--- config.mk ---
export PLATFORM = sky130hd
export DESIGN_NAME = sync_fifo_flags_flat
export DESIGN_NICKNAME = d
export VERILOG_FILES = /design/src/rtl/sync_fifo_flags_if.sv /design/src/rtl/sync_fifo_flags.sv /design/src/flat_wrapper.sv
export SDC_FILE = /design/constraint.sdc
export NUM_CORES = 1
export LEC_CHECK = 0
export CAP_MARGIN = 25
export CELL_PAD_IN_SITES_DETAIL_PLACEMENT = 1
export CELL_PAD_IN_SITES_GLOBAL_PLACEMENT = 1
export CORE_MARGIN = 4
export CORE_UTILIZATION = 55
export CTS_CLUSTER_SIZE = 20
export DETAILED_ROUTE_END_ITERATION = 7
export DONT_BUFFER_PORTS = 1
export PLACE_DENSITY_LB_ADDON = 0.1
export RECOVER_POWER = 25
export SYNTH_ARGS = -nofsm -noshare
export SYNTH_HDL_FRONTEND = slang
export SYNTH_SLANG_ARGS = --single-unit
--- constraint.sdc ---
create_clock -name clk -period 7.1 [get_ports clk]
set_input_delay 1.42 -clock clk [delete_from_list [all_inputs] [get_ports clk]]
set_output_delay 1.42 -clock clk [all_outputs]
set_load 0.03 [all_outputs]
--- src/rtl/sync_fifo_flags_if.sv ---
// Write/read handshake, status and data bundle for one sync_fifo_flags instance.
interface sync_fifo_flags_if #(
    parameter int DATA_WIDTH = 32,
    parameter int FIFO_DEPTH = 8
);
    localparam int AW = $clog2(FIFO_DEPTH);

    logic                  cs;
    logic                  wr_en;
    logic                  rd_en;
    logic                  flush;
    logic [DATA_WIDTH-1:0] data_in;
    logic [DATA_WIDTH-1:0] data_out;
    logic                  rd_valid;
    logic [AW:0]           count;
    logic                  empty;
    logic                  full;
    logic                  almost_empty;
    logic                  almost_full;
    logic                  overflow;
    logic                  underflow;

    modport master (
        output cs, wr_en, rd_en, flush, data_in,
        input  data_out, rd_valid, count, empty, full,
               almost_empty, almost_full, overflow, underflow
    );

    modport slave (
        input  cs, wr_en, rd_en, flush, data_in,
        output data_out, rd_valid, count, empty, full,
               almost_empty, almost_full, overflow, underflow
    );
endinterface

--- src/rtl/sync_fifo_flags.sv ---
// Single-clock FIFO with occupancy count, threshold flags, sticky errors and flush.
// Flags update on the accepting edge; FWFT=1 shows data next cycle, FWFT=0 one cycle after the read; full/empty reject and flag.
module sync_fifo_flags #(
    parameter int DATA_WIDTH = 32,
    parameter int FIFO_DEPTH = 8,
    parameter int AF_THRESH  = FIFO_DEPTH - 2,
    parameter int AE_THRESH  = 2,
    parameter bit FWFT       = 1'b1
) (
    input  logic                clk,
    input  logic                reset_n,
    sync_fifo_flags_if.slave    bus
);
    localparam int          AW      = $clog2(FIFO_DEPTH);
    localparam logic [AW:0] PTR_ONE = (AW+1)'(1);
    localparam logic [AW:0] AF_T    = (AW+1)'(AF_THRESH);
    localparam logic [AW:0] AE_T    = (AW+1)'(AE_THRESH);

    logic [DATA_WIDTH-1:0] mem [FIFO_DEPTH];
    logic [AW:0]           wr_ptr;
    logic [AW:0]           rd_ptr;
    logic [AW:0]           occ;
    logic                  is_empty;
    logic                  is_full;
    logic                  wr_acc;
    logic                  rd_acc;
    logic                  wr_rej;
    logic                  rd_rej;
    logic                  overflow_q;
    logic                  underflow_q;

    // Wrap bit distinguishes full from empty when the index bits match.
    assign occ      = wr_ptr - rd_ptr;
    assign is_empty = (wr_ptr == rd_ptr);
    assign is_full  = (wr_ptr[AW-1:0] == rd_ptr[AW-1:0]) && (wr_ptr[AW] != rd_ptr[AW]);

    assign wr_acc = bus.cs && bus.wr_en && !is_full  && !bus.flush;
    assign rd_acc = bus.cs && bus.rd_en && !is_empty && !bus.flush;
    assign wr_rej = bus.cs && bus.wr_en &&  is_full  && !bus.flush;
    assign rd_rej = bus.cs && bus.rd_en &&  is_empty && !bus.flush;

    always_ff @(posedge clk or negedge reset_n) begin
        if (!reset_n) begin
            wr_ptr      <= '0;
            rd_ptr      <= '0;
            overflow_q  <= 1'b0;
            underflow_q <= 1'b0;
        end else if (bus.flush) begin
            wr_ptr      <= '0;
            rd_ptr      <= '0;
            overflow_q  <= 1'b0;
            underflow_q <= 1'b0;
        end else begin
            if (wr_acc) begin
                wr_ptr <= wr_ptr + PTR_ONE;
            end
            if (rd_acc) begin
                rd_ptr <= rd_ptr + PTR_ONE;
            end
            if (wr_rej) begin
                overflow_q <= 1'b1;
            end
            if (rd_rej) begin
                underflow_q <= 1'b1;
            end
        end
    end

    // Storage carries no reset so it can map onto plain RAM.
    always_ff @(posedge clk) begin
        if (wr_acc) begin
            mem[wr_ptr[AW-1:0]] <= bus.data_in;
        end
    end

    assign bus.count        = occ;
    assign bus.empty        = is_empty;
    assign bus.full         = is_full;
    assign bus.almost_full  = (occ >= AF_T);
    assign bus.almost_empty = (occ <= AE_T);
    assign bus.overflow     = overflow_q;
    assign bus.underflow    = underflow_q;

    generate
        if (FWFT) begin : g_fwft
            assign bus.data_out = mem[rd_ptr[AW-1:0]];
            assign bus.rd_valid = !is_empty;
        end else begin : g_reg
            logic [DATA_WIDTH-1:0] data_q;
            logic                  rd_valid_q;

            // data_q keeps the last word read, including across a flush.
            always_ff @(posedge clk or negedge reset_n) begin
                if (!reset_n) begin
                    data_q     <= '0;
                    rd_valid_q <= 1'b0;
                end else if (bus.flush) begin
                    rd_valid_q <= 1'b0;
                end else begin
                    rd_valid_q <= rd_acc;
                    if (rd_acc) begin
                        data_q <= mem[rd_ptr[AW-1:0]];
                    end
                end
            end

            assign bus.data_out = data_q;
            assign bus.rd_valid = rd_valid_q;
        end
    endgenerate
endmodule

--- src/flat_wrapper.sv ---
// flat-port wrapper written by rule: the top's interface ports become plain ports
module sync_fifo_flags_flat 
#(
    parameter int DATA_WIDTH = 32,
    parameter int FIFO_DEPTH = 8,
    parameter int AF_THRESH  = FIFO_DEPTH - 2,
    parameter int AE_THRESH  = 2,
    parameter bit FWFT       = 1'b1
)
  (clk, reset_n, bus_cs, bus_wr_en, bus_rd_en, bus_flush, bus_data_in, bus_data_out, bus_rd_valid, bus_count, bus_empty, bus_full, bus_almost_empty, bus_almost_full, bus_overflow, bus_underflow);
  sync_fifo_flags_if #(.DATA_WIDTH(DATA_WIDTH), .FIFO_DEPTH(FIFO_DEPTH)) bus_i ();
  input  logic clk;
  input  logic reset_n;
  input wire logic [$bits(bus_i.cs)-1:0] bus_cs;
  input wire logic [$bits(bus_i.wr_en)-1:0] bus_wr_en;
  input wire logic [$bits(bus_i.rd_en)-1:0] bus_rd_en;
  input wire logic [$bits(bus_i.flush)-1:0] bus_flush;
  input wire logic [$bits(bus_i.data_in)-1:0] bus_data_in;
  output wire logic [$bits(bus_i.data_out)-1:0] bus_data_out;
  output wire logic [$bits(bus_i.rd_valid)-1:0] bus_rd_valid;
  output wire logic [$bits(bus_i.count)-1:0] bus_count;
  output wire logic [$bits(bus_i.empty)-1:0] bus_empty;
  output wire logic [$bits(bus_i.full)-1:0] bus_full;
  output wire logic [$bits(bus_i.almost_empty)-1:0] bus_almost_empty;
  output wire logic [$bits(bus_i.almost_full)-1:0] bus_almost_full;
  output wire logic [$bits(bus_i.overflow)-1:0] bus_overflow;
  output wire logic [$bits(bus_i.underflow)-1:0] bus_underflow;
  assign bus_i.cs = bus_cs;
  assign bus_i.wr_en = bus_wr_en;
  assign bus_i.rd_en = bus_rd_en;
  assign bus_i.flush = bus_flush;
  assign bus_i.data_in = bus_data_in;
  assign bus_data_out = bus_i.data_out;
  assign bus_rd_valid = bus_i.rd_valid;
  assign bus_count = bus_i.count;
  assign bus_empty = bus_i.empty;
  assign bus_full = bus_i.full;
  assign bus_almost_empty = bus_i.almost_empty;
  assign bus_almost_full = bus_i.almost_full;
  assign bus_overflow = bus_i.overflow;
  assign bus_underflow = bus_i.underflow;
  sync_fifo_flags #(.DATA_WIDTH(DATA_WIDTH), .FIFO_DEPTH(FIFO_DEPTH), .AF_THRESH(AF_THRESH), .AE_THRESH(AE_THRESH), .FWFT(FWFT)) u_core (.clk(clk), .reset_n(reset_n), .bus(bus_i));
endmodule
==> impl_results.md, run 1 <==
- Endpoint class of the critical path: primary output
- # H-tree levels: 1
- Final Non-Filler Cells: 800
- Clk sink count: 266
- Fraction of layout cells with a size suffix above 1: 0.2367
- Final Hold Viols: 0
- Worst Path Max Fanout: 35
- Fin nets: 591
- Post-route DRC: 0
- Clk_lat worst skew: 510 ps
- Commonest non-fill, non-tap cells in the layout: edfxtp_1 (256), nand2_1 (104), mux4_2 (64)
- Post-synth ARST share: 0.03759
- Status: finished clean
- Number of global-route vias before repair: 5534
- Die Height: 145.6 µm
- WS Path Type: reg -> out
- Layout fillers: 1559
- Total gr overflow: 0
- CTS Hold Bufs: 0
- Setup Fix Bufs, Post-CTS: 0
- First DRT Iteration DRCs: 270
- F_max: 212.3 MHz
- Register area share after synthesis: 0.7620
- Initial Utilization: 0.5587
- Critical path data required time: 5680 ps
- CORE AREA: 18640 µm²
- Inst Count DP: 750
- Slew HR: 0.4151
- Synth Flop Type: edfxtp_1
- Port Buffer Count: 0
- CP Launch Type: flip-flop
- Drt first pass iters: 4
- Synth warnings: 0
- FF+latch count, synth: 266
- Pin count of the biggest net entering global routing: 52
- Syn avg cell area: 19.62 µm²
- Pwr Density: 286.4 nW/µm²
- Post-CTS Resized: 0
- First-pass GRT wire length: 32900 µm
- Die width: 145.6 µm
- DR WL/cell: 25.74 µm
- Final Wtd Congestion: 0.7432
- Total Neg Setup Slack: 0 ps
- DPL Wire Length: 11430 µm
- Die ar.: 21200 µm²
- Max Slew Vio Count: 0
- Pre-CTS WS: 2943 ps
- Worst Path Arrival: 3290 ps
- Post-Synthesis Cells: 531
- Final Cycle Share: 0.6636
- Drt total wl: 20600 µm
- Routed Antenna Nets: 0
- Post-synth EDFFs: 256
- Post-synth cell types: 39
- Boundary Pins: 81
- TritonCTS clock tree: done
- Tightest Hold Check Type: in -> async
- Slew @ Worst Pin: 871.0 ps
- N_diodes: 0
- Final Critical Period: 4711 ps
- Setup violators final: 0
- Vias: 4882
- Routed vias/inst: 6.103
- Gr usage total: 0.2022
- TritonCTS Buffers: 27
- Rows: 50
- Most common cell after layout, fill and taps aside: edfxtp_1
- Setup Skew: 9.976 ps
- Area Overhead vs Synth: 12.06%
- Number of max-cap violations: 0
- Worst IR drop on VDD: 0.0002317 V
- Post-route setup slack: 2389 ps
- Net count after synthesis: 575
- Clock Path Buffers: 3
- Clk root buf: clkbuf_16
- Leak: 3.785 nW
- Initial antenna violation count: 0
- RSZ-0062 raised after global routing: no
- Worst-path clk slew: 60 ps
- Synthesized cell area: 10420 µm²
-- final timing paths --
| path | from | to | slack, ps | cells past startpoint |
|---|---|---|---|---|
| worst max register to register | u_core.rd_ptr[2] | u_core.mem[6][13] | 3710 | 6 |
| worst min register to register | u_core.wr_ptr[3] | u_core.wr_ptr[3] | 710 | 2 |
| max in group asynchronous | reset_n | u_core.rd_ptr[0] | 6430 | 0 |
| worst max-delay path | u_core.rd_ptr[2] | bus_almost_empty | 2390 | 5 |
| min in group clk | u_core.wr_ptr[3] | u_core.wr_ptr[3] | 710 | 2 |
| worst min-delay path | reset_n | u_core.wr_ptr[3] | 600 | 0 |
-- metrics by stage --
step | area [µm²] | total power [mW] | hold WS (ps) | util
floorplan | 10420 | 1.895 | 664.1 | -
global placement | 10700 | 1.909 | 674.5 | 0.5742
detailed placement | 10700 | 1.913 | 700.2 | 0.5742
CTS | 11620 | 3.378 | 567.9 | 0.6236
global route | 11670 | 3.459 | 562.2 | 0.6261
finish | 11670 | 3.343 | 595.8 | 0.6261
-- sequential cells by signal, indices dropped and copies added, names as in the netlist --
name	count
u_core.bus.underflow	1
u_core.rd_ptr	4
u_core.mem	256
u_core.wr_ptr	4
u_core.bus.overflow	1
-- worst max-delay path: stages (launching register included) --
cell      delay [ps]
dfrtp_2          940
clkinv_1         240
ha_1             420
and3b_1          230
or3_4            380
a221oi_2         550
-- where the power goes --
| part | internal, mW | switching, mW | total [mW] |
|---|---|---|---|
| sequential | 1.73 | 0.0105 | 1.74 |
| clock | 0.908 | 0.553 | 1.46 |
| combinational | 0.0502 | 0.0883 | 0.139 |
-- routing by layer --
metal,global-route usage,vias to the layer above,wire length [µm]
met5,0,-,0
met4,0.04511,0,303
met3,0.04049,26,962
met2,0.3522,90,10710
met1,0.2690,2631,8620
li1,-,2135,-
-- synth_stat cells (2+ instances only) --
library cell	number	area [µm²]
nor2b_1	4	25.02
nor2_1	14	52.55
edfxtp_1	256	7687
o21ai_0	2	10.01
and2_1	2	12.51
mux4_2	64	1441
nor4_1	3	18.77
dfrtp_1	10	250.2
buf_1	6	22.52
nand2_1	104	390.4
mux2_2	6	67.56
buf_2	8	40.04
buf_6	4	45.04
nand3_1	4	20.02
inv_1	7	26.28
o2111ai_1	2	17.52
ha_1	5	62.56
clkbuf_1	7	26.28
a21oi_1	3	15.01
-- area by class of cell --
| type | count | area, µm² | share of cell area |
|---|---|---|---|
| clock buffers | 30 | 686.9 | 0.05885 |
| clock inverters | 18 | 234.0 | 0.02005 |
| inverters | 8 | 30.03 | 0.002573 |
| multi-input cells | 232 | 2362 | 0.2024 |
| flip-flops and latches | 266 | 7944 | 0.6806 |
| well taps | 234 | 292.8 | 0.02508 |
| repair buffers | 12 | 122.6 | 0.01050 |
-- cells by family after synthesis --
group / count (synthesis) / synth area share
flops: 266 / 0.7620
mux: 71 / 0.1458
fa+ha+maj: 6 / 0.007928
compound gates: 16 / 0.01153
xor+xnor: 3 / 0.003244
simple gates: 136 / 0.05369
buf+inv: 33 / 0.01574
(Power assumes the default switching activity.)
==> run 2, diff against run 1 <==
Clock period 7.1 ns to 4.5 ns, I/O delays scaled along.
==> run 2 against run 1 <==
Effect of this change: die area unchanged; clock skew decreased by 2.9 ps; setup slack got worse by 1700 ps; register-to-register slack got worse by 2500 ps; first-iteration DRC count increased by 32%; clock power increased by 42%; critical path type unchanged; largest power group unchanged.
==> impl_results.md, run 2 (synthesized netlist as in run 1, its figures left out) <==
- Rows: 50 (unchanged)
- Vias: 4957 (+1.5%)
- Commonest non-fill, non-tap cells in the layout: edfxtp_1 (256), nand2_1 (104), mux4_2 (64)
- Tot Pwr: 5.056 mW (+51%)
- Worst IR drop on VDD: 0.0003953 V (+71%)
- Status: finished clean
- RSZ-0062 raised after global routing: no
- Clk sink count: 266 (unchanged)
- Cells on worst reg2reg path: 5 (-1)
- Drt total wl: 21140 µm (+2.7%)
- Pwr Density: 434.2 nW/µm² (+52%)
- Routed vias/inst: 6.120 (+0.28%)
- Inst Count DP: 761 (+1.5%)
- Final Non-Filler Cells: 810 (+1.3%)
- Initial antenna violation count: 0 (unchanged)
- Max Slew Vio Count: 0 (unchanged)
- TritonCTS Buffers: 27 (unchanged)
- Final Hold Viols: 0 (unchanged)
- Gr usage total: 0.2058 (+0.003514)
- Utilization after layout: 0.6246 (-0.001476)
- Post-route setup slack: 639.3 ps (-1749 ps)
- CP Launch Type: flip-flop
- Post-CTS Resized: 0 (unchanged)
- DPL Wire Length: 11990 µm (+5.0%)
- Critical path data required time: 3600 ps (-2080 ps)
- Pre-CTS WS: 1165 ps (-1778 ps)
- Worst-path clk slew: 60 ps (about the same)
- CP max stage delay: 780 ps (-160 ps)
- Die Height: 145.6 µm (unchanged)
- Slowest cell on the critical path: dfrtp_4
- Tightest Hold Check Type: in -> async
- First DRT Iteration DRCs: 356 (+32%)
- Final Critical Period: 3861 ps
- Die ar.: 21200 µm² (unchanged)
- Final Wtd Congestion: 0.7739 (+4.1%)
- Hold slack: 66.80 ps (-529.0 ps)
- Pin count of the biggest net entering global routing: 47 (-9.6%)
- Boundary Pins: 81 (unchanged)
- Endpoint class of the critical path: primary output
- R2R Setup Slk: 1260 ps (-2450 ps)
- N_diodes: 0 (unchanged)
- Worst Path Arrival: 2960 ps (-330 ps)
- Port Buffer Count: 0 (unchanged)
- First-pass GRT wire length: 33190 µm (+0.88%)
- CORE AREA: 18640 µm² (unchanged)
- Post-DP Area: 10820 µm² (+1.1%)
- Drt first pass iters: 4 (unchanged)
- Leak: 3.787 nW (about the same)
- Setup violators final: 0 (unchanged)
- Fin nets: 600 (+1.5%)
- Total gr overflow: 0 (unchanged)
- Routed Antenna Nets: 0 (unchanged)
- Clk_lat worst skew: 520 ps (about the same)
- Setup Fix Bufs, Post-CTS: 0 (unchanged)
- Largest register FFs: 256 (unchanged)
- Number of global-route vias before repair: 5521 (-0.23%)
- Fraction of layout cells with a size suffix above 1: 0.2413 (+0.004570)
- Clk root buf: clkbuf_16
- Area Overhead vs Synth: 11.80%
- Setup Skew: 7.031 ps (-2.945 ps)
- Clock Path Buffers: 3 (unchanged)
- Die width: 145.6 µm (unchanged)
- TritonCTS clock tree: done
- F_max: 259.0 MHz
- CTS Hold Bufs: 0 (unchanged)
- Initial Utilization: 0.5587 (unchanged)
- Final Cycle Share: 0.8579
- Number of max-cap violations: 0 (unchanged)
- WS Path Type: reg -> out
- Most common cell after layout, fill and taps aside: edfxtp_1
- Crit path cell chain: ha_1, fa_1, inv_1, a221oi_2, buf_4
- Post-route DRC: 0 (unchanged)
- Worst Path Max Fanout: 46 (+31%)
- DR WL/cell: 26.10 µm (+1.4%)
- Slew HR: 0.4026 (-0.01249)
- Slew @ Worst Pin: 896.0 ps (+24.99 ps)
- Total Neg Setup Slack: 0 ps (unchanged)
- # H-tree levels: 1 (unchanged)
- Design Area, Final: 11640 µm² (-0.24%)
run 2: cell count changes in the layout (fill, tap and decap cells not counted):
cell	delta
clkinvlp_4	-1
buf_16	-1
buf_4	+8
inv_6	+1
buf_12	+2
clkbuf_1	+1
bufinv_16	-4
clkinv_1	+4
run 2: power by group:
part | leakage, nW | internal, mW | switching (mW) | total, mW
registers | 2.44 | 2.73 | 0.0231 | 2.76
logic | 0.944 | 0.0888 | 0.137 | 0.226
clock network | 0.403 | 1.21 | 0.868 | 2.07
run 2: critical path, delay by kind of cell (launching register included):
| family | cells | cell delay [ps] |
|---|---|---|
| fa+ha+maj | 2 | 870 |
| flops | 1 | 780 |
| buf+inv | 2 | 400 |
| compound gates | 1 | 380 |
run 2: area by class of cell:
class,instances,area [µm²]
Clock buffer,31,690.7
Sequential cell,266,7944
Multi-Input combinational cell,232,2362
Clock inverter,18,130.1
Tap cell,234,292.8
Timing Repair Buffer,21,195.2
Inverter,8,30.03
Fill cell,1565,6998
run 2: final timing paths:
| kind | startpoint | end |
|---|---|---|
| min in group clk | bus_flush | u_core.bus.overflow |
| max in group asynchronous | reset_n | u_core.rd_ptr[0] |
| setup / recovery | u_core.rd_ptr[0] | bus_almost_empty |
| hold reg to reg | u_core.wr_ptr[3] | u_core.wr_ptr[3] |
| hold / removal | reset_n | u_core.wr_ptr[2] |
| setup reg to reg | u_core.rd_ptr[0] | u_core.mem[4][22] |
run 2: routing by layer:
metal | track usage | up-vias | routed length, µm
li1 | - | 2151 | -
met4 | 0.04606 | 0 | 353
met1 | 0.2697 | 2640 | 8540
met3 | 0.04485 | 28 | 1173
met5 | 0 | - | 0
met2 | 0.3594 | 138 | 11080
==> run 3, diff against run 2 <==
Settings changed: CAP_MARGIN 25 to 20, SLEW_MARGIN set to 10.
==> results of run 3 <==
Final layout, timing and power as in run 2 (identical DEF).
